### src/rtl/param_acc_cpu_pkg.sv
// Shared types for the parametrised accumulator CPU: opcodes, FSM states and
// the reserved-opcode predicate.
package param_acc_cpu_pkg;

   typedef enum logic [3:0] {
      OP_NOP  = 4'h0, OP_LDA, OP_STA, OP_ADD, OP_SUB, OP_LDI, OP_AND, OP_OR,
      OP_XOR, OP_JMP, OP_JZ, OP_JC, OP_RSVC, OP_RSVD, OP_RSVE, OP_HLT
   } opcode_e;

   typedef enum logic [1:0] {ST_IDLE, ST_FETCH, ST_EXEC, ST_HALT} state_e;

   function automatic logic is_reserved(opcode_e op);
      return op inside {OP_RSVC, OP_RSVD, OP_RSVE};
   endfunction

endpackage

### src/rtl/param_acc_cpu_alu.sv
// Combinational datapath: produces the new accumulator value, carry/borrow and
// the zero indication for the instruction in EXEC.
module param_acc_cpu_alu
   import param_acc_cpu_pkg::*;
#(
   parameter int DATA_W = 8
) (
   input  opcode_e             opcode_i,
   input  logic [DATA_W-1:0]   acc_i,
   input  logic [DATA_W-1:0]   operand_i,
   output logic [DATA_W-1:0]   result_o,
   output logic                carry_o,
   output logic                z_o
);

   logic [DATA_W:0] sum;
   logic [DATA_W:0] diff;

   assign sum  = {1'b0, acc_i} + {1'b0, operand_i};
   // The extra MSB of the difference is the borrow (acc < operand).
   assign diff = {1'b0, acc_i} - {1'b0, operand_i};

   always_comb begin
      result_o = acc_i;
      carry_o  = 1'b0;
      case (opcode_i)
         OP_LDA, OP_LDI: result_o = operand_i;
         OP_ADD:         {carry_o, result_o} = sum;
         OP_SUB:         {carry_o, result_o} = diff;
         OP_AND:         result_o = acc_i & operand_i;
         OP_OR:          result_o = acc_i | operand_i;
         OP_XOR:         result_o = acc_i ^ operand_i;
         default:        ;
      endcase
   end

   assign z_o = (result_o == '0);

endmodule

### src/rtl/param_acc_cpu.sv
// Stand-alone accumulator CPU with internal imem/dmem, a load port usable while
// idle or halted, Z/C flags, conditional jumps and a retired-instruction counter.
module param_acc_cpu
   import param_acc_cpu_pkg::*;
#(
   parameter int DATA_W = 8,
   parameter int OPND_W = 4,
   parameter int CNT_W  = 16
) (
   input  logic              clk,
   input  logic              rst,
   input  logic              start,
   input  logic              prog_we,
   input  logic              prog_dmem,
   input  logic [OPND_W-1:0] prog_addr,
   input  logic [DATA_W-1:0] prog_wdata,
   output logic [OPND_W-1:0] pc,
   output logic [DATA_W-1:0] acc,
   output logic              zero,
   output logic              carry,
   output logic              halt,
   output logic              illegal,
   output logic              busy,
   output logic [CNT_W-1:0]  retired
);

   localparam int IW    = 4 + OPND_W;
   localparam int DEPTH = 2 ** OPND_W;

   logic [IW-1:0]     imem [DEPTH];
   logic [DATA_W-1:0] dmem [DEPTH];

   state_e            state_q;
   logic [IW-1:0]     ir_q;
   logic [OPND_W-1:0] pc_q, pc_d;
   logic [DATA_W-1:0] acc_q;
   logic              z_q, c_q, halt_q, ill_q;
   logic [CNT_W-1:0]  ret_q;

   opcode_e           op;
   logic [OPND_W-1:0] arg;
   logic [DATA_W-1:0] alu_b, alu_res;
   logic              alu_c, alu_z;

   assign op    = opcode_e'(ir_q[IW-1:OPND_W]);
   assign arg   = ir_q[OPND_W-1:0];
   assign alu_b = (op == OP_LDI) ? DATA_W'(arg) : dmem[arg];
   assign busy  = (state_q == ST_FETCH) || (state_q == ST_EXEC);

   param_acc_cpu_alu #(.DATA_W(DATA_W)) u_alu (
      .opcode_i  (op),
      .acc_i     (acc_q),
      .operand_i (alu_b),
      .result_o  (alu_res),
      .carry_o   (alu_c),
      .z_o       (alu_z)
   );

   always_comb begin
      pc_d = pc_q + OPND_W'(1);
      case (op)
         OP_JMP:                            pc_d = arg;
         OP_JZ:                             if (z_q) pc_d = arg;
         OP_JC:                             if (c_q) pc_d = arg;
         OP_HLT, OP_RSVC, OP_RSVD, OP_RSVE: pc_d = pc_q;
         default:                           ;
      endcase
   end

   // Load port owns the memories whenever the core is not executing.
   always_ff @(posedge clk) begin
      if (prog_we && !busy) begin
         if (prog_dmem) dmem[prog_addr] <= prog_wdata;
         else           imem[prog_addr] <= prog_wdata[IW-1:0];
      end else if (!rst && state_q == ST_EXEC && op == OP_STA) begin
         dmem[arg] <= acc_q;
      end
   end

   always_ff @(posedge clk) begin
      if (rst) begin
         state_q <= ST_IDLE;
         ir_q    <= '0;
         pc_q    <= '0;
         acc_q   <= '0;
         z_q     <= 1'b0;
         c_q     <= 1'b0;
         halt_q  <= 1'b0;
         ill_q   <= 1'b0;
         ret_q   <= '0;
      end else begin
         case (state_q)
            ST_IDLE: if (start) state_q <= ST_FETCH;
            ST_FETCH: begin
               ir_q    <= imem[pc_q];
               state_q <= ST_EXEC;
            end
            ST_EXEC: begin
               pc_q <= pc_d;
               if (ret_q != '1) ret_q <= ret_q + CNT_W'(1);
               case (op)
                  OP_LDA, OP_LDI, OP_AND, OP_OR, OP_XOR: begin
                     acc_q <= alu_res;
                     z_q   <= alu_z;
                  end
                  OP_ADD, OP_SUB: begin
                     acc_q <= alu_res;
                     z_q   <= alu_z;
                     c_q   <= alu_c;
                  end
                  default: ;
               endcase
               if (op == OP_HLT || is_reserved(op)) begin
                  state_q <= ST_HALT;
                  ill_q   <= ill_q | is_reserved(op);
               end else begin
                  state_q <= ST_FETCH;
               end
            end
            ST_HALT: begin
               // halt is a registered view of the HALT state, so it trails entry by one edge.
               if (start) begin
                  pc_q    <= '0;
                  halt_q  <= 1'b0;
                  state_q <= ST_FETCH;
               end else begin
                  halt_q  <= 1'b1;
               end
            end
            default: state_q <= ST_IDLE;
         endcase
      end
   end

   assign pc      = pc_q;
   assign acc     = acc_q;
   assign zero    = z_q;
   assign carry   = c_q;
   assign halt    = halt_q;
   assign illegal = ill_q;
   assign retired = ret_q;

endmodule
### config.mk
export PLATFORM = sky130hd
export DESIGN_NAME = param_acc_cpu
export DESIGN_NICKNAME = d
export VERILOG_FILES = /design/src/rtl/param_acc_cpu_pkg.sv /design/src/rtl/param_acc_cpu_alu.sv /design/src/rtl/param_acc_cpu.sv
export SDC_FILE = /design/constraint.sdc
export NUM_CORES = 1
export LEC_CHECK = 0
export ABC_AREA = 1
export BUFFER_PORTS_ARGS = -buffer_cell sky130_fd_sc_hd__buf_2
export CELL_PAD_IN_SITES_DETAIL_PLACEMENT = 1
export CELL_PAD_IN_SITES_GLOBAL_PLACEMENT = 2
export CORE_MARGIN = 3
export CORE_UTILIZATION = 44
export DETAILED_ROUTE_END_ITERATION = 6
export HOLD_SLACK_MARGIN = 0.1
export PLACE_DENSITY = 0.89
export SETUP_SLACK_MARGIN = 0.05
export SLEW_MARGIN = 40
export SYNTH_ARGS = -nofsm -noshare
export SYNTH_HDL_FRONTEND = slang
export SYNTH_SLANG_ARGS = --single-unit
### constraint.sdc
create_clock -name clk -period 4.6 [get_ports clk]
set_input_delay 0.92 -clock clk [delete_from_list [all_inputs] [get_ports clk]]
set_output_delay 0.92 -clock clk [all_outputs]
set_load 0.05 [all_outputs]
==> key figures, run 1 <==
Clock network
  • Worst-path clk slew: 0.06 ns
  • H-tree depth: 2
  • Post-CTS sizing: 0
  • Root Driver: clkbuf_16
  • Maximum clock insertion buffer count: 3
  • Clock buffer count from CTS: 34
  • Post-CTS setup buffer count: 0
  • CTS tree: built
  • Hold_buf cts: 0
  • Worst-Skew Late Latency: 0.51 ns
  • Sink Count: 298

Timing
  • Peak Freq: 265.1 MHz
  • Final WS setup: 0.8273 ns
  • RSZ-0062 raised after global routing: no
  • Final Cycle Share: 82.01%
  • Tmin final: 3.773 ns
  • Skew final: 0.01380 ns
  • Slew Viols, Final: 0
  • Worst-Margin Slew: 0.8047 ns
  • Final number of setup-violating endpoints: 0
  • WHS: 0.4819 ns
  • Slew headroom: 46.16%
  • Hold Fails Final Rpt: 0
  • Post-Route Setup TNS: 0 ns

Outcome
  • Status: completed

Worst setup path
  • Crit path kind: reg2reg
  • Worst path top cell family by delay: simple AND/OR/NAND/NOR gates
  • Slowest cell delay on critical path: 0.61 ns
  • Maximum fanout along the worst path: 18
  • Crit path max-delay cell type: clkinv_1
  • CP cell instances: clkinv_1, nor2_1, nand2_1, nand3_1, nand3_1, nand2_1, inv_1, ha_1, nor2_1, nand3_1, nand3_1, nand2_1, nand3_1, nand2_1, inv_1, nand2_1, nor2_2, nand3_1, nor2_1, nand3_1, a21oi_2
  • Crit path DAT: 4.21 ns
  • WP buf/inv: 3
  • Required @ worst endpoint: 5.04 ns
  • Worst Setup End Kind: flip-flop
  • Worst Setup Start Kind: flip-flop
  • CP most frequent cell: nand3_1

Run
  • Number of max-cap violations: 0

Global route
  • Initial antenna violation count: 2
  • Vias in the first global route: 10749
  • Largest net degree at the start of global routing: 69
  • Grt ovf: 0
  • First-pass GRT wire length: 62280 µm
  • Total Routing Usage GR: 23.86%

Floorplanning
  • Die footprint: 33320 µm²
  • IO Count: 50
  • Die height: 182.5 µm
  • Row count: 64
  • Core area: 30670 µm²
  • Die Wd: 182.5 µm
  • Starting Density: 44.71%

Detailed routing
  • DRT met1 WL: 17840 µm
  • Total wire length: 39450 µm
  • Drt pass-1 iters: 5
  • Routed Antenna Nets: 0
  • Routed wl met3: 2038 µm
  • DR WL/cell: 21.52 µm
  • DRC viols: 0
  • Highest metal used: met5
  • Vias/cell: 5.643
  • Metal2 WL: 18740 µm
  • DRT iter0 DRCs: 847
  • Vias: 10344

Layout
  • Layout cells sized above 1: 11.49%
  • Final core occ: 50.29%
  • Area Overhead vs Synth: 12.49%
  • Filler Cells Inserted: 3389
  • # nets final: 1462

Yosys
  • Post-synth top area share: 56.06%
  • Mapped Area: 13710 µm²
  • Avg Cell Area, Syn: 10.01 µm²
  • Commonest cells post-synth: nand2_1 (275), edfxtp_1 (256), nor2_1 (174), nand3_1 (145), inv_1 (119)
  • Post-synthesis register bit count: 298
  • Mapped Cells: 1370
  • Most common cell in the netlist: nand2_1
  • FFs w/ async S/R, synth: 0%
  • Synth warnings: 0
  • Dominant synthesized flop cell: edfxtp_1
  • Sequential-to-total area share from yosys stat: 62.20%
  • Number of synthesized flops with an enable pin: 256
  • Mapped Nets: 1419
  • Dominant cell type by area after synthesis: edfxtp_1
  • Cell variety after synth: 44
  • Top post-synthesis cells by area: edfxtp_1 (56%), nand2_1 (7.5%), dfxtp_1 (6.1%)

Power and ir drop
  • Leakage power: 5.905 nW
  • Pwr/cell area: 582.3 nW/µm²
  • Max rail drop VDD: 0.0002830 V

Placement
  • HPWL Detailed: 26550 µm
  • DP Worst Slack: 0.9018 ns
  • I/O Buffers: 49
  • Gpl congestion: 0.8105

Min path
  • HP Class: reg2reg
==> final timing paths <==
path         cells after the start       start  slack (ns)    endpoint
max                             21     ir_q[2]        0.83        zero
min                              2  retired[8]        0.48  retired[8]
max reg2reg                     21     ir_q[2]        0.83        zero
min reg2reg                      2  retired[8]        0.48  retired[8]
==> final cells by class <==
| cell class | instances | area (µm²) | share of cell area, % |
|---|---|---|---|
| Antenna cell | 1 | 2.502 | 0.01622 |
| Clock buffer | 45 | 943.4 | 6.116 |
| Clock inverter | 14 | 111.4 | 0.7219 |
| Inverter | 126 | 475.5 | 3.082 |
| Multi-Input combinational cell | 885 | 4478 | 29.03 |
| Sequential cell | 298 | 8531 | 55.30 |
| Tap cell | 396 | 495.5 | 3.212 |
| Timing Repair Buffer | 68 | 387.9 | 2.515 |
==> placed cells by master (no fill, tap or decap), drive strengths merged, types with 3 or more instances in the layout <==
master  count
nand2     281
edfxtp    256
nor2      183
nand3     145
inv       124
o21ai     118
buf        68
clkbuf     45
dfxtp      42
a21oi      36
ha         30
o221ai     25
o211ai     17
clkinv     14
nand4       9
o22ai       8
nor3        7
o311ai      4
a31oi       3
a211oi      3
==> flip-flops by register name (all words and copies together), names as in the netlist <==
signal / count
acc: 8
carry: 1
dmem: 128
halt: 1
illegal: 1
imem: 128
ir_q: 8
pc: 4
retired: 16
state_q: 2
zero: 1
==> per-layer routing <==
metal	up-vias	track usage (%)
met5	-	0
met4	4	5.728
met3	58	2.890
met2	282	39.40
met1	5173	33.90
li1	4827	-
==> cells by family (layout without fill, tap and decap cells) <==
group                      Yosys count  count (layout)  share of synthesized area (%)
and+or+nand+nor                    631             631                          19.59
buffers and inverters              187             253                          5.594
xor gates and xnor gates             2               2                         0.1278
AOI/OAI and AO/OA                  220             220                          9.463
other                                0               1                              0
adders and majority gates           32              32                          3.029
DFF                                298             298                          62.20
==> metrics by stage <==
step	instances	area [µm²]	total power [mW]
global route	1832	15420	9.538
detailed placement	1773	14350	6.442
floorplan	1370	13710	5.464
finish	1833	15420	8.981
CTS	1832	15400	9.021
global placement	1773	14310	6.333
==> tightest hold or removal path, cell delays in order (launching register included) <==
cell and delay (ns):
dfxtp_1 0.32, inv_1 0.06, a21oi_1 0.06
==> power breakdown <==
part           total, mW  switching, mW  internal (mW)
clock               2.56           1.06           1.50
sequential          3.13         0.0866           3.04
combinational       3.29           2.40          0.887
total               8.98           3.55           5.43
No activity file was read; power rests on OpenSTA's default activity.
==> run 2: changes to the inputs <==
--- a/config.mk
+++ b/config.mk
@@ -10,10 +10,10 @@
 export CELL_PAD_IN_SITES_DETAIL_PLACEMENT = 1
 export CELL_PAD_IN_SITES_GLOBAL_PLACEMENT = 2
 export CORE_MARGIN = 3
-export CORE_UTILIZATION = 44
+export CORE_UTILIZATION = 37
 export DETAILED_ROUTE_END_ITERATION = 6
 export HOLD_SLACK_MARGIN = 0.1
-export PLACE_DENSITY = 0.89
+export PLACE_DENSITY = 0.8
 export SETUP_SLACK_MARGIN = 0.05
 export SLEW_MARGIN = 40
 export SYNTH_ARGS = -nofsm -noshare
==> constraint.sdc (replaced) <==
create_clock -name clk -period 3.2 [get_ports clk]
set_input_delay 0.64 -clock clk [delete_from_list [all_inputs] [get_ports clk]]
set_output_delay 0.64 -clock clk [all_outputs]
set_load 0.05 [all_outputs]
==> run 2 against run 1 <==
Compared with the run above: routed wire length increased by 3.6%; combinational power increased by 64%; maximum frequency increased by 28%; power increased by 53%; first-iteration DRC count decreased by 17%; sequential power increased by 44%; clock skew increased by 0.018 ns; clock power increased by 51%; global-route usage decreased by 3.3 points; critical endpoint unchanged; largest power group unchanged.
==> key figures, run 2 (synthesized netlist as in run 1, its figures left out) <==
Outcome
  • Status: completed

Timing
  • RSZ-0062 raised after global routing: yes
  • Hold Fails Final Rpt: 0
  • Peak Freq: 339.4 MHz
  • Tmin final: 2.946 ns
  • Skew final: 0.03130 ns
  • Post-Route Setup TNS: 0 ns
  • Final number of setup-violating endpoints: 0
  • Worst-Margin Slew: 0.8329 ns
  • Final Cycle Share: 92.07%
  • Slew headroom: 44.27%
  • Slew Viols, Final: 0

Clock network
  • Worst-Skew Late Latency: 0.52 ns
  • Maximum clock insertion buffer count: 3
  • Worst-path clk slew: 0.06 ns
  • CTS tree: built
  • Root Driver: clkbuf_16
  • Sink Count: 298
  • Clock buffer count from CTS: 35
  • Hold_buf cts: 0
  • H-tree depth: 2

Layout
  • Layout Cells excl Fill: 1968
  • Layout cells sized above 1: 15.39%
  • Area Overhead vs Synth: 18.29%
  • # nets final: 1529
  • Final core occ: 44.94%
  • Ant diodes: 0
  • Commonest cells after routing, fill and taps aside: nand2_1 (271), edfxtp_1 (256), nor2_1 (173), nand3_1 (142), inv_1 (117)
  • Leading cell type in the layout, fill and taps excluded: nand2_1

Power and ir drop
  • Leakage power: 6.329 nW
  • Total power draw: 13.76 mW
  • Pwr/cell area: 848.2 nW/µm²
  • Max rail drop VDD: 0.0004122 V

Global route
  • Total Routing Usage GR: 20.56%
  • Largest net degree at the start of global routing: 38
  • First-pass GRT wire length: 62530 µm
  • Initial antenna violation count: 2
  • Vias in the first global route: 10831
  • Grt ovf: 0

Detailed routing
  • DRC viols: 0
  • Total wire length: 40890 µm
  • Routed Antenna Nets: 0
  • DR WL/cell: 20.78 µm
  • Vias/cell: 5.360
  • Vias: 10549
  • Drt pass-1 iters: 5
  • DRT iter0 DRCs: 704

Floorplanning
  • Row count: 69
  • Starting Density: 38.00%
  • Die height: 198.5 µm
  • IO Count: 50
  • Core area: 36090 µm²
  • Die footprint: 39400 µm²
  • Die Wd: 198.5 µm

Worst setup path
  • CP Capture Point: zero
  • Crit path max-delay cell type: dfxtp_4
  • RR Startpoint: ir_q[0]
  • CP cell instances: clkinv_8, buf_4, nand2_1, nand3_1, nand2_1, nand2_1, nand3_1, nand2_2, inv_1, ha_2, buf_4, nand2_1, nand2_1, a31oi_1, nand3_1, nand3_1, nand4_1, nor2_1, nand3_1, a21oi_2
  • Required @ worst endpoint: 3.66 ns
  • Slowest cell delay on critical path: 0.45 ns
  • Crit path DAT: 3.41 ns
  • CP Launch Point: ir_q[0]
  • Worst Setup Start Kind: flip-flop
  • Worst Setup End Kind: flip-flop
  • Critical R2R Capture: zero
  • R2r setup slk: 0.25 ns
  • Reg2Reg Depth: 20
  • Crit path kind: reg2reg
  • Maximum fanout along the worst path: 18

Min path
  • Worst hold stages: 4
  • HP Class: in2reg

Placement
  • Gpl congestion: 0.8309
  • I/O Buffers: 49
  • HPWL Detailed: 27480 µm
  • Placed Instances: 1897

Run
  • Number of max-cap violations: 0
## run 2: per-layer routing
layer	share of wire [%]	wire (µm)	global-route usage, %
met1	43	17730	26.76
met2	49	19860	35.32
met3	5.3	2161	3.354
met4	2.7	1118	6.559
met5	0.051	21	0
## run 2: timing repair
action | in CTS | in global routing
cloned | 0 | 3
resized for setup | 1 | 24
setup endpoints to repair | 1 | 7
buffers inserted | 0 | 4
pin swaps | 0 | 2
## run 2: how the worst min path moves through the flow
stage          startpoint    endpoint
2_1_floorplan  state_q[0]  state_q[0]
3_5_place_dp      illegal     illegal
3_3_place_gp      illegal     illegal
5_1_grt             start        halt
6_report            start        halt
4_1_cts             start        halt
## run 2: report_power, final
part	internal, mW	total [mW]	switching (mW)
logic	1.76	5.38	3.62
registers	4.38	4.51	0.139
clock network	2.29	3.86	1.57
total	8.43	13.8	5.33
## run 2: per-stage QoR
stage	worst slack, ns	hold slack (ns)	area, µm²
2_1_floorplan	0.5927	0.4704	13710
3_3_place_gp	0.09279	0.4493	14910
3_5_place_dp	0.02356	0.4720	14920
4_1_cts	0.05637	0.4406	16040
5_1_grt	0.002455	0.4528	16220
6_report	0.2539	0.4618	16220
## run 2: cell type report
class	count	area, µm²
Timing Repair Buffer	133	985.9
Timing Repair inverter	1	11.26
Sequential cell	298	8533
Clock buffer	47	962.2
Multi-Input combinational cell	885	4509
Tap cell	461	576.8
Clock inverter	17	155.1
Fill cell	4003	19870
Inverter	126	485.5
## run 2: critical path: cells and delay by family (launching register included)
family,cells,cell delay [ns]
buffers and inverters,4,0.60
AOI/OAI and AO/OA,2,0.32
adders and majority gates,1,0.32
and+or+nand+nor,13,1.18
DFF,1,0.45
==> run 3: changes to the inputs <==
--- a/config.mk
+++ b/config.mk
@@ -13,7 +13,8 @@
 export CORE_UTILIZATION = 37
 export DETAILED_ROUTE_END_ITERATION = 6
 export HOLD_SLACK_MARGIN = 0.1
-export PLACE_DENSITY = 0.8
+export MAX_ROUTING_LAYER = met4
+export PLACE_DENSITY = 0.77
 export SETUP_SLACK_MARGIN = 0.05
 export SLEW_MARGIN = 40
 export SYNTH_ARGS = -nofsm -noshare
==> run 3 against run 2 <==
Compared with the run above: die area is the same; cell count rose by 0.86%; maximum frequency fell by 2.4%; sequential power is essentially flat; clock skew fell by 0.00051 ns; register-to-register slack got worse by 0.07 ns; power rose by 3.8%; critical endpoint unchanged; sequential share of layout area down 1.3 points; clock power decreased by 4%; core utilization up 1.1 points; largest cell class unchanged; via count about the same; first-iteration DRC count is 16% lower.
==> key figures, run 3 (synthesized netlist as in run 1, its figures left out) <==
Outcome
  • Status: completed

Floorplanning
  • IO Count: 50
  • Core area: 36090 µm²
  • Die Wd: 198.5 µm
  • Die height: 198.5 µm
  • Die footprint: 39400 µm²
  • Starting Density: 38.00%
  • Row count: 69

Detailed routing
  • Metal2 WL: 20720 µm
  • DRT iter0 DRCs: 589
  • DR WL/cell: 21.38 µm
  • Highest metal used: met4
  • Routed wl met3: 1474 µm
  • Total wire length: 42450 µm
  • DRC viols: 0
  • DRT met1 WL: 19370 µm
  • Drt pass-1 iters: 4
  • Routed Antenna Nets: 0
  • Vias: 10554
  • Vias/cell: 5.317

Timing
  • Peak Freq: 331.3 MHz
  • Final number of setup-violating endpoints: 0
  • Slew Viols, Final: 0
  • Final Cycle Share: 94.33%
  • Post-Route Setup TNS: 0 ns
  • Slew headroom: 45.86%
  • Tmin final: 3.019 ns
  • WHS: 0.4275 ns
  • Hold Fails Final Rpt: 0
  • Skew final: 0.03079 ns
  • Worst-Margin Slew: 0.8110 ns
  • RSZ-0062 raised after global routing: no

Worst setup path
  • Crit path DAT: 3.46 ns
  • CP cell instances: buf_12, clkbuf_16, o211ai_1, nand3_2, nand3_2, nand3_4, ha_4, fa_2, o21ai_0, o21bai_1, nor2_1, nand2_1, nand2_1, nand3_2, nor2_2, nand3_1, a21oi_2
  • Crit path kind: reg2reg
  • Required @ worst endpoint: 3.65 ns
  • WP buf/inv: 2
  • Crit path max-delay cell type: fa_2
  • Worst path top cell family by delay: simple AND/OR/NAND/NOR gates
  • Slowest cell delay on critical path: 0.51 ns
  • Maximum fanout along the worst path: 11
  • Worst Setup Start Kind: flip-flop
  • CP most frequent cell: nand3_2
  • Worst Setup End Kind: flip-flop

Global route
  • Vias in the first global route: 10838
  • First-pass GRT wire length: 63710 µm
  • Total Routing Usage GR: 21.67%
  • Initial antenna violation count: 0
  • Grt ovf: 0
  • Largest net degree at the start of global routing: 68

Layout
  • Final core occ: 46.08%
  • Commonest cells after routing, fill and taps aside: nand2_1 (269), edfxtp_1 (256), nor2_1 (170), nand3_1 (127), inv_1 (112)
  • Area Overhead vs Synth: 21.26%
  • Layout cells sized above 1: 18.24%
  • Ant diodes: 0
  • Layout Cells excl Fill: 1985
  • # nets final: 1548
  • Leading cell type in the layout, fill and taps excluded: nand2_1

Clock network
  • Worst-path clk slew: 0.07 ns
  • Root Driver: clkbuf_16
  • Sink Count: 298
  • CTS tree: built
  • Clock buffer count from CTS: 35
  • Worst-Skew Late Latency: 0.52 ns
  • H-tree depth: 2
  • Hold_buf cts: 0
  • Maximum clock insertion buffer count: 3

Power and ir drop
  • Max rail drop VDD: 0.0003694 V
  • Pwr/cell area: 858.9 nW/µm²
  • Leakage power: 6.463 nW

Run
  • Number of max-cap violations: 0

Min path
  • HP Class: in2reg

Placement
  • Gpl congestion: 0.8416
  • Placed Instances: 1905
  • HPWL Detailed: 27910 µm
  • I/O Buffers: 49
## run 3: changes by cell type in the layout (fill, tap and decap cells not counted), moves of 5 or more
cell and delta:
nand3_2 +12, ha_1 -5, buf_4 +7, nand3_1 -15, buf_12 +6, o21ai_1 +5
inv_1 -5, ha_4 +6
## run 3: worst paths after layout
check / from / slack (ns) / cells past startpoint / to
max: ir_q[0] / 0.18 / 17 / zero
min: start / 0.43 / 4 / halt
max reg2reg: ir_q[0] / 0.18 / 17 / zero
min reg2reg: illegal / 0.48 / 2 / illegal
## run 3: layout make-up
| cell class | instances | area (µm²) |
|---|---|---|
| Fill cell | 4028 | 19460 |
| Sequential cell | 298 | 8534 |
| Multi-Input combinational cell | 885 | 4696 |
| Timing Repair Buffer | 151 | 1249 |
| Clock buffer | 43 | 927.1 |
| Tap cell | 461 | 576.8 |
| Inverter | 126 | 488.0 |
| Clock inverter | 19 | 136.4 |
| Timing Repair inverter | 2 | 20.02 |
## run 3: per-layer routing
layer,vias up,GRT usage [%]
li1,4999,-
met1,5301,28.69
met2,199,35.85
met3,55,2.829
met4,0,5.128
met5,-,-
## run 3: through the flow
| stage | total power [mW] | worst slack, ns | cell area, µm² |
|---|---|---|---|
| global placement | 9.696 | 0.04204 | 14970 |
| detailed placement | 9.787 | 0.01440 | 14970 |
| CTS | 13.63 | 0.09145 | 16090 |
| finish | 14.28 | 0.1814 | 16630 |
| global route | 15.16 | 0.04403 | 16630 |
| floorplan | 7.854 | 0.5927 | 13710 |
## run 3: power breakdown
group	internal (mW)	switching, mW	leakage (nW)
Combinational	2.13	3.89	3.30
Clock	2.15	1.57	0.519
Sequential	4.38	0.163	2.65
## run 3: repair_timing
action                                  in CTS  in global routing
buffers inserted                             0                 12
resized for setup                            9                 68
endpoints found under the setup margin       1                  4
gates cloned                                 1                  5
pin swaps                                    0                 12
## run 3: worst register-to-register path, cell delays in order (launching register included)
cell and delay [ns]:
dfxtp_4 0.36, buf_12 0.15, clkbuf_16 0.17, o211ai_1 0.22, nand3_2 0.11, nand3_2 0.10
nand3_4 0.12, ha_4 0.19, fa_2 0.51, o21ai_0 0.08, o21bai_1 0.16, nor2_1 0.17
nand2_1 0.09, nand2_1 0.08, nand3_2 0.10, nor2_2 0.11, nand3_1 0.08, a21oi_2 0.11
